### config.mk
export PLATFORM = sky130hd
export DESIGN_NAME = calc_alu_seq
export DESIGN_NICKNAME = d
export VERILOG_FILES = /design/src/rtl/calc_pkg.sv /design/src/rtl/calc_bin2bcd.sv /design/src/rtl/calc_alu_seq.sv
export SDC_FILE = /design/constraint.sdc
export NUM_CORES = 1
export LEC_CHECK = 0
export CAP_MARGIN = 20
export CORE_MARGIN = 3
export CORE_UTILIZATION = 55
export CTS_CLUSTER_DIAMETER = 120
export DETAILED_ROUTE_END_ITERATION = 10
export GPL_TIMING_DRIVEN = 0
export HOLD_SLACK_MARGIN = 0.06
export PLACE_DENSITY = 0.74
export SYNTH_ARGS = -nofsm -noshare
export SYNTH_HDL_FRONTEND = slang
export SYNTH_SLANG_ARGS = --single-unit
### constraint.sdc
create_clock -name clk_i -period 10 [get_ports clk_i]
set_input_delay 2 -clock clk_i [delete_from_list [all_inputs] [get_ports clk_i]]
set_output_delay 2 -clock clk_i [all_outputs]
set_load 0.02 [all_outputs]
### src/rtl/calc_pkg.sv
// Shared definitions for the keypad calculator: operator codes, sequencer
// states, datapath widths and the fixed latencies of each operation class.
package calc_pkg;

  localparam int OP_W       = 7;
  localparam int RES_W      = 14;
  localparam int BCD_DIGITS = 4;

  localparam logic [3:0] OP_ADD = 4'ha;
  localparam logic [3:0] OP_SUB = 4'hb;
  localparam logic [3:0] OP_MUL = 4'hc;
  localparam logic [3:0] OP_DIV = 4'hd;

  localparam int LAT_ADDSUB = 17;
  localparam int LAT_MULDIV = 23;
  localparam int LAT_ERR    = 2;

  typedef enum logic [2:0] {
    IDLE,
    LOAD,
    EXEC,
    BCD,
    DONE
  } state_t;

  // Two BCD digits to binary; digits above 9 are rejected separately.
  function automatic logic [OP_W-1:0] bcdToBin(input logic [3:0] hi, input logic [3:0] lo);
    return ({3'b000, hi} * 7'd10) + {3'b000, lo};
  endfunction

endpackage

### src/rtl/calc_bin2bcd.sv
// Sequential double-dabble: the start cycle loads the binary value and performs
// the first shift, so all RES_W shifts are done and done_o pulses RES_W cycles later.
module calc_bin2bcd
  import calc_pkg::*;
(
  input  logic                    clk_i,
  input  logic                    rst_i,
  input  logic                    start_i,
  input  logic [RES_W-1:0]        bin_i,
  output logic                    busy_o,
  output logic                    done_o,
  output logic [4*BCD_DIGITS-1:0] bcd_o
);

  logic [4*BCD_DIGITS-1:0]       bcd_q;
  logic [RES_W-1:0]              bin_q;
  logic [3:0]                    cnt_q;
  logic                          busy_q;
  logic                          done_q;
  logic                          startOk;
  logic [4*BCD_DIGITS-1:0]       bcdSrc;
  logic [4*BCD_DIGITS-1:0]       bcdAdj;
  logic [RES_W-1:0]              binSrc;
  logic [4*BCD_DIGITS+RES_W-1:0] shifted;

  assign startOk = start_i && !busy_q;

  always_comb begin
    bcdSrc = startOk ? '0 : bcd_q;
    binSrc = startOk ? bin_i : bin_q;
    bcdAdj = bcdSrc;
    for (int i = 0; i < BCD_DIGITS; i++) begin
      if (bcdSrc[4*i +: 4] >= 4'd5) begin
        bcdAdj[4*i +: 4] = bcdSrc[4*i +: 4] + 4'd3;
      end
    end
    shifted = {bcdAdj, binSrc} << 1;
  end

  always_ff @(posedge clk_i) begin
    if (rst_i) begin
      bcd_q  <= '0;
      bin_q  <= '0;
      cnt_q  <= '0;
      busy_q <= 1'b0;
      done_q <= 1'b0;
    end else begin
      done_q <= 1'b0;
      if (startOk || busy_q) begin
        bcd_q <= shifted[4*BCD_DIGITS+RES_W-1:RES_W];
        bin_q <= shifted[RES_W-1:0];
      end
      if (startOk) begin
        cnt_q  <= 4'd1;
        busy_q <= 1'b1;
      end else if (busy_q) begin
        if (cnt_q == 4'(RES_W - 1)) begin
          cnt_q  <= '0;
          busy_q <= 1'b0;
          done_q <= 1'b1;
        end else begin
          cnt_q <= cnt_q + 4'd1;
        end
      end
    end
  end

  assign busy_o = busy_q;
  assign done_o = done_q;
  assign bcd_o  = bcd_q;

endmodule

### src/rtl/calc_alu_seq.sv
// Multi-cycle calculator sequencer: latches two BCD operands and an operator,
// computes +, -, * (shift-add) or / (restoring), then converts the result to BCD.
module calc_alu_seq
  import calc_pkg::*;
(
  input  logic       clk_i,
  input  logic       rst_i,
  input  logic       start_i,
  input  logic [3:0] a_hi_i,
  input  logic [3:0] a_lo_i,
  input  logic [3:0] b_hi_i,
  input  logic [3:0] b_lo_i,
  input  logic [3:0] op_i,
  output logic       busy_o,
  output logic       done_o,
  output logic [3:0] res_d3_o,
  output logic [3:0] res_d2_o,
  output logic [3:0] res_d1_o,
  output logic [3:0] res_d0_o,
  output logic       res_neg_o,
  output logic       res_err_o
);

  state_t                  state_q;
  logic                    busy_q, done_q;
  logic [4*BCD_DIGITS-1:0] resBcd_q;
  logic                    resNeg_q, resErr_q;
  logic [3:0]              aHi_q, aLo_q, bHi_q, bLo_q, op_q;
  logic [OP_W-1:0]         opA_q, opB_q, rem_q;
  logic [RES_W-1:0]        acc_q;
  logic [2:0]              cnt_q;
  logic                    neg_q;

  logic [OP_W-1:0]         aBin, bBin, remNext;
  logic [OP_W:0]           trial;
  logic [RES_W-1:0]        rNext;
  logic                    loadErr, lastExec, bcdStart, bcdBusy, bcdDone;
  logic [4*BCD_DIGITS-1:0] bcdVal;

  always_comb begin
    aBin    = bcdToBin(aHi_q, aLo_q);
    bBin    = bcdToBin(bHi_q, bLo_q);
    loadErr = (aHi_q > 4'd9) || (aLo_q > 4'd9) || (bHi_q > 4'd9) || (bLo_q > 4'd9) ||
              !(op_q inside {OP_ADD, OP_SUB, OP_MUL, OP_DIV}) ||
              ((op_q == OP_DIV) && (bBin == '0));
  end

  // One EXEC step: add/sub finish at once, mul adds A<<i for bit i of B,
  // div brings down A's bits MSB first and shifts quotient bits into acc.
  always_comb begin
    rNext   = acc_q;
    remNext = rem_q;
    trial   = '0;
    case (op_q)
      OP_ADD: rNext = RES_W'(opA_q) + RES_W'(opB_q);
      OP_SUB: rNext = (opA_q >= opB_q) ? RES_W'(opA_q - opB_q) : RES_W'(opB_q - opA_q);
      OP_MUL: begin
        if (opB_q[cnt_q]) begin
          rNext = acc_q + (RES_W'(opA_q) << cnt_q);
        end
      end
      OP_DIV: begin
        trial = {rem_q, opA_q[3'(OP_W - 1) - cnt_q]};
        if (trial >= {1'b0, opB_q}) begin
          remNext = OP_W'(trial - {1'b0, opB_q});
          rNext   = {acc_q[RES_W-2:0], 1'b1};
        end else begin
          remNext = trial[OP_W-1:0];
          rNext   = {acc_q[RES_W-2:0], 1'b0};
        end
      end
      default: ;
    endcase
  end

  assign lastExec = (op_q == OP_ADD) || (op_q == OP_SUB) || (cnt_q == 3'(OP_W - 1));
  assign bcdStart = (state_q == EXEC) && lastExec && !bcdBusy;

  calc_bin2bcd u_bin2bcd (
    .clk_i   (clk_i),
    .rst_i   (rst_i),
    .start_i (bcdStart),
    .bin_i   (rNext),
    .busy_o  (bcdBusy),
    .done_o  (bcdDone),
    .bcd_o   (bcdVal)
  );

  always_ff @(posedge clk_i) begin
    if (rst_i) begin
      state_q  <= IDLE;
      busy_q   <= 1'b0;
      done_q   <= 1'b0;
      resBcd_q <= '0;
      resNeg_q <= 1'b0;
      resErr_q <= 1'b0;
      aHi_q    <= '0;
      aLo_q    <= '0;
      bHi_q    <= '0;
      bLo_q    <= '0;
      op_q     <= '0;
      opA_q    <= '0;
      opB_q    <= '0;
      rem_q    <= '0;
      acc_q    <= '0;
      cnt_q    <= '0;
      neg_q    <= 1'b0;
    end else begin
      done_q <= 1'b0;
      case (state_q)
        IDLE: begin
          if (start_i) begin
            aHi_q   <= a_hi_i;
            aLo_q   <= a_lo_i;
            bHi_q   <= b_hi_i;
            bLo_q   <= b_lo_i;
            op_q    <= op_i;
            busy_q  <= 1'b1;
            state_q <= LOAD;
          end
        end
        LOAD: begin
          if (loadErr) begin
            resBcd_q <= '0;
            resNeg_q <= 1'b0;
            resErr_q <= 1'b1;
            done_q   <= 1'b1;
            state_q  <= DONE;
          end else begin
            resNeg_q <= 1'b0;
            resErr_q <= 1'b0;
            opA_q    <= aBin;
            opB_q    <= bBin;
            rem_q    <= '0;
            acc_q    <= '0;
            cnt_q    <= '0;
            neg_q    <= 1'b0;
            state_q  <= EXEC;
          end
        end
        EXEC: begin
          acc_q <= rNext;
          rem_q <= remNext;
          cnt_q <= cnt_q + 3'd1;
          neg_q <= (op_q == OP_SUB) && (opA_q < opB_q);
          if (lastExec) begin
            state_q <= BCD;
          end
        end
        BCD: begin
          if (bcdDone) begin
            resBcd_q <= bcdVal;
            resNeg_q <= neg_q;
            resErr_q <= 1'b0;
            done_q   <= 1'b1;
            state_q  <= DONE;
          end
        end
        DONE: begin
          busy_q  <= 1'b0;
          state_q <= IDLE;
        end
        default: state_q <= IDLE;
      endcase
    end
  end

  assign busy_o    = busy_q;
  assign done_o    = done_q;
  assign res_d3_o  = resBcd_q[15:12];
  assign res_d2_o  = resBcd_q[11:8];
  assign res_d1_o  = resBcd_q[7:4];
  assign res_d0_o  = resBcd_q[3:0];
  assign res_neg_o = resNeg_q;
  assign res_err_o = resErr_q;

endmodule

# After elaboration in Yosys (flattened, before gate mapping)
# Index checks and enable logic that the tools add are counted.
# totals
input_bits	23
out_inout_bits	20
wordCells	151
register_bits	117
# op_classes
addsub	14
n_eq_ne	16
bitwise_logic	2
n_reduce_logical	32
mux	48
mul	2
magnitude_cmp	13
n_shift	1
# ops
cell	n
$mux 14	4
$pmux 14 s4	1
$mux 16	3
$pmux 16 s2	1
$pmux 14 s2	1
$mux 7	3
$eq 4x4->1 const B	5
$mux 3	6
$ge 4x3->1 const B	4
$gt 4x4->1 const B	4
$mux 4	4
$sub 7x7->8	2
$mux 1	15
$add 14x14->14	1
$add 7x4->7	2
$pmux 7 s2	1
$shl 7x3->14	1
$add 4x2->4 const B	3
$mul 4x3->6 const B	2
$pmux 3 s4	1
$ne 2x2->1 const B	5
$pmux 1 s2	5
$reduce_and 2->1	5
$reduce_and 3->1	3
26 further kinds	46

# Longest topological paths before layout
# logic_depth
depth_word	9
ltp_mapped	18
ltp_nobuf	16

# Hierarchy
# A second synthesis with hierarchy kept.
# unflattened
hier_cells	1009
hier_area_um2	7992.7
# modules_own_cells
mod	instances	seq_area_each_um2	area_per_inst_um2	cells_per_inst
calc_alu_seq	1	1641.6	6226.0	797
calc_bin2bcd	1	700.7	1766.7	212

# Least setup slack after synthesis
# Ideal clock, no wire load.
# synth_path
path_type	reg-to-reg
start	register cnt_q[0]
end	register rem_q[2]
setup_time_ns	0.128
arrival_ns	3.533
path_stages_with_launch	18
slack_ns	6.340
required_ns	9.872
path_cell_list	dfxtp_1 clkbuf_1 inv_1 ha_1 mux4_2 o21ai_0 ha_1 fa_1 nor2b_1 o21ai_0 a31oi_1 a2111oi_0 clkbuf_1 nor3_1 a21oi_1 nor2_1 a31oi_1 nor2_1
# synth_between
elab_chain_len	7
# synth_lines
element	line	rtl
start, declared	calc_alu_seq.sv:31	logic [2:0] cnt_q;
start signal, assigned	calc_alu_seq.sv:144	cnt_q <= cnt_q + 3'd1;
$sub 3x3->3 *	calc_alu_seq.sv:63	trial = {rem_q, opA_q[3'(OP_W - 1) - cnt_q]};
$bmux 1 s3 *	calc_alu_seq.sv:63	
$mux 1 (not written as such) *	calc_alu_seq.sv:63	
$sub 7x7->7 / $ge 8x7->1 (equally long branches)	calc_alu_seq.sv:65, calc_alu_seq.sv:64	
$mux 7 *	calc_alu_seq.sv:64	if (trial >= {1'b0, opB_q}) begin
$mux 7 *	calc_alu_seq.sv:54	case (op_q)
$pmux 7 s2 *	calc_alu_seq.sv:110	case (state_q)
end signal, assigned	calc_alu_seq.sv:143	rem_q <= remNext;
end, declared	calc_alu_seq.sv:29	logic [OP_W-1:0] opA_q, opB_q, rem_q;
# Every way passes the cells marked *; elsewhere a longest branch is shown, timed or not. The select of a mux whose other input is x is not followed.
# A chain may end at the register's enable or synchronous reset.

# Worst setup path after layout
# layout_path
start	register cnt_q[0]
end	register rem_q[3]
# Same word-level chain as after synthesis.

==> out/qor.csv <==
stage,metric,value,unit
sta,slew_headroom,0.4434,
route,drt_first_pass_iters,5,
critical_path,crit_required,10.29,ns
cts,cts_setup_buffers,0,
floorplan,placementRows,42,
sta,final-hold-violation-count,0,
sta,maxSlewViolCount,0,
yosys,synthCells,984,
yosys,synth_cell_types,69,
critical_path,critPathLaunchType,flop,
floorplan,coreArea,0.01356,mm²
finish,nets,1140,
sta,setup_viol,0,
global_routing,antenna_found_initial,0,
critical_path,r2r_start,cnt_q[0],
finish,final_util,0.6735,
yosys,ys_warn_count,0,
global_routing,track_usage,0.2789,
cts,clk_latency,0.41,ns
hold_path,holdCritPathClass,flop to flop,
cts,cts_tree,done,
yosys,synth_ff_type,dfxtp_1,
critical_path,rrSetupSlack,5.39,ns
yosys,synthArstFlopShare,0,
yosys,synth_fp_nets,1079,
cts,h-tree-depth,4,
sta,rsz0062_at_grt,false,
global_routing,grt_pass1_wl,35970,µm
critical_path,critPathCaptureType,flop,
finish,diodes,0,
critical_path,r2r_end,rem_q[3],
place,dp_hpwl,16290,µm
run,drv_cap,0,
critical_path,crit_type,flop to flop,
finish,final_cell_mix,"117 x nand2_1, 117 x dfxtp_1, 108 x nor2_1",
finish,fill_cells,1180,
cts,clock-root-buffer,clkbuf_16,
route,wl,21810,µm
route,route.detailed.drc,0,
power_and_ir_drop,power_density,136.7,mW/mm²
route,postRouteAntennaNets,0,
cts,cts_buffers,17,
sta,worstMarginPinSlew,0.8285,ns
sta,clock-skew-final,0.006298,ns
cts,cts_resized,0,
finish,post_route_cells_drive_above_1_share,0.06711,
yosys,synth-edff-count,0,
sta,max_freq,0.2171,GHz
floorplan,start_util,0.5772,
critical_path,crit_start,cnt_q[0],
run_status,run_status,"finished, final reports clean",
place,port_buffers,42,
cts,path_clk_slew,0.06,ns
floorplan,dieArea,0.01570,mm²
sta,setup_tns,0,ns
sta,period_minus_slack,4.606,ns
floorplan,die_x,125.3,µm
critical_path,critPathCapture,rem_q[3],
cts,cts.path.max_buffers,2,
global_routing,grt_max_degree,17,
global_routing,grt-ovfl-total,0,
global_routing,first_global_vias,7044,
cts,hold_buffers,0,
critical_path,cp.arrival,4.90,ns
route,drt_iter0_drc,653,
yosys,syn_avg_cell_area,7.954,µm²
floorplan,die_h,125.3,µm
cts,clock_sinks,117,
route,vias_per_cell,6.025,
critical_path,path_max_fanout,10,
finish,area.growth.synth_to_final,16.67,%
yosys,synth-seq-cells,117,
yosys,synth_area,0.007826,mm²
route,via_count,7435,
sta,fin_crit_sh,0.4606,
yosys,seq_area_frac_synth,0.2993,
floorplan,ioPinCount,43,
route,detail_route.wl_per_cell,17.67,µm
power_and_ir_drop,leakagePower,3.664,nW
place,place_congestion,0.9803,
power_and_ir_drop,ir_drop,0.1476,mV
critical_path,reg2regPathDepth,17,
[report_power, final]
part           leakage, nW  switching (W)  internal [W]
sequential           0.946     0.00000661      0.000474
clock                0.328       0.000215      0.000479
combinational         2.39      0.0000449     0.0000297
[cell families after synthesis]
family,after synthesis,share of synthesized area
adder cells (fa/ha/maj),72,0.1237
XOR/XNOR,34,0.03805
flip-flops,117,0.2993
AND/OR/NAND/NOR,342,0.1989
AO/OA/AOI/OAI,286,0.2349
buffers and inverters,101,0.06075
multiplexers,32,0.04444
[area by class of cell]
cell class / instances / area (µm²) / area share
plain buffers: 52 / 291.5 / 0.03193
clock buffers: 22 / 464.2 / 0.05084
clock inverters: 10 / 200.2 / 0.02192
inverters: 49 / 183.9 / 0.02014
multi-input cells: 766 / 5009 / 0.5485
flip-flops and latches: 117 / 2342 / 0.2565
well taps: 176 / 220.2 / 0.02412
repair buffers: 42 / 420.4 / 0.04604
[flip-flops by register name, indices dropped and copies added, names as in the netlist, 7 cells and up]
signal,flops
rem_q,7
acc_q,14
opA_q,7
resBcd_q,16
u_bin2bcd.bcd_o,16
u_bin2bcd.bin_q,13
opB_q,7
[worst min-delay path by stage]
stage | slack, ns | cells past startpoint | start | endpoint
finish | 0.46 | 2 | u_bin2bcd.bin_q[9] | u_bin2bcd.bin_q[10]
global route | 0.47 | 2 | u_bin2bcd.bin_q[9] | u_bin2bcd.bin_q[10]
CTS | 0.46 | 2 | u_bin2bcd.bin_q[9] | u_bin2bcd.bin_q[10]
detailed placement | 0.46 | 2 | u_bin2bcd.bin_q[9] | u_bin2bcd.bin_q[10]
global placement | 0.45 | 2 | aLo_q[0] | aLo_q[0]
floorplan | 0.44 | 2 | aLo_q[0] | aLo_q[0]
[cell usage after synthesis (3+ instances only)]
cell type / number / area (µm²)
a211oi_1: 11 / 82.58
a21o_1: 13 / 97.59
a21oi_1: 103 / 515.5
a221o_1: 3 / 30.03
a221oi_1: 7 / 61.31
a222oi_1: 3 / 30.03
a22o_1: 16 / 140.1
a22oi_1: 4 / 30.03
a311oi_1: 3 / 26.28
a31oi_1: 10 / 62.56
a32oi_1: 4 / 35.03
and3_1: 6 / 37.54
buf_2: 6 / 30.03
buf_4: 4 / 30.03
buf_6: 3 / 33.78
clkbuf_1: 33 / 123.9
clkbuf_8: 5 / 68.82
dfxtp_1: 117 / 2342
fa_1: 9 / 180.2
ha_1: 63 / 788.3
inv_1: 48 / 180.2
mux2i_1: 28 / 280.3
nand2_1: 117 / 439.2
nand2b_1: 13 / 81.33
nand3_1: 26 / 130.1
nand4_1: 5 / 31.28
nor2_1: 108 / 405.4
nor2b_1: 16 / 100.1
nor3_1: 21 / 105.1
nor3b_1: 4 / 30.03
nor4_1: 4 / 25.02
o211ai_1: 14 / 105.1
o21a_1: 8 / 60.06
o21ai_0: 57 / 285.3
o22ai_1: 4 / 25.02
o311ai_0: 3 / 26.28
or2_2: 4 / 25.02
or3_1: 4 / 25.02
or4_1: 4 / 30.03
xnor2_1: 23 / 201.4
xor2_1: 11 / 96.34
[per-layer routing]
layer,track usage,wire [µm],vias up
li1,-,-,3630
met1,0.3851,9800,3526
met2,0.4461,10070,233
met3,0.03923,1344,46
met4,0.1040,589,0
met5,0,0,-
[through the flow]
stage                     area (µm²)  hold WS, ns  power [W]  worst slack (ns)  cells
after floorplan                 7826       0.4357  0.0005347             6.340    984
after global placement          8467       0.4464  0.0005624             5.546   1202
after detailed placement        8467       0.4575  0.0005634             5.399   1202
after CTS                       9131       0.4609   0.001250             5.381   1234
after global routing            9131       0.4742   0.001279             4.984   1234
final                           9131       0.4600   0.001248             5.394   1234
[worst max-delay path, cell delays in order, from the launching register on]
cell and delay, ns:
dfxtp_1 0.38, clkbuf_1 0.40, inv_1 0.21, ha_1 0.41, mux4_2 0.31, o21ai_0 0.33, ha_1 0.27, fa_1 0.19
nor2b_1 0.06, o21ai_0 0.23, a31oi_1 0.12, a2111oi_0 0.64, clkbuf_1 0.43, nor2_1 0.09, a21oi_1 0.14, nor2_1 0.05
a31oi_1 0.16, nor2_1 0.05
Note: power is estimated with default switching activity, not from simulation.
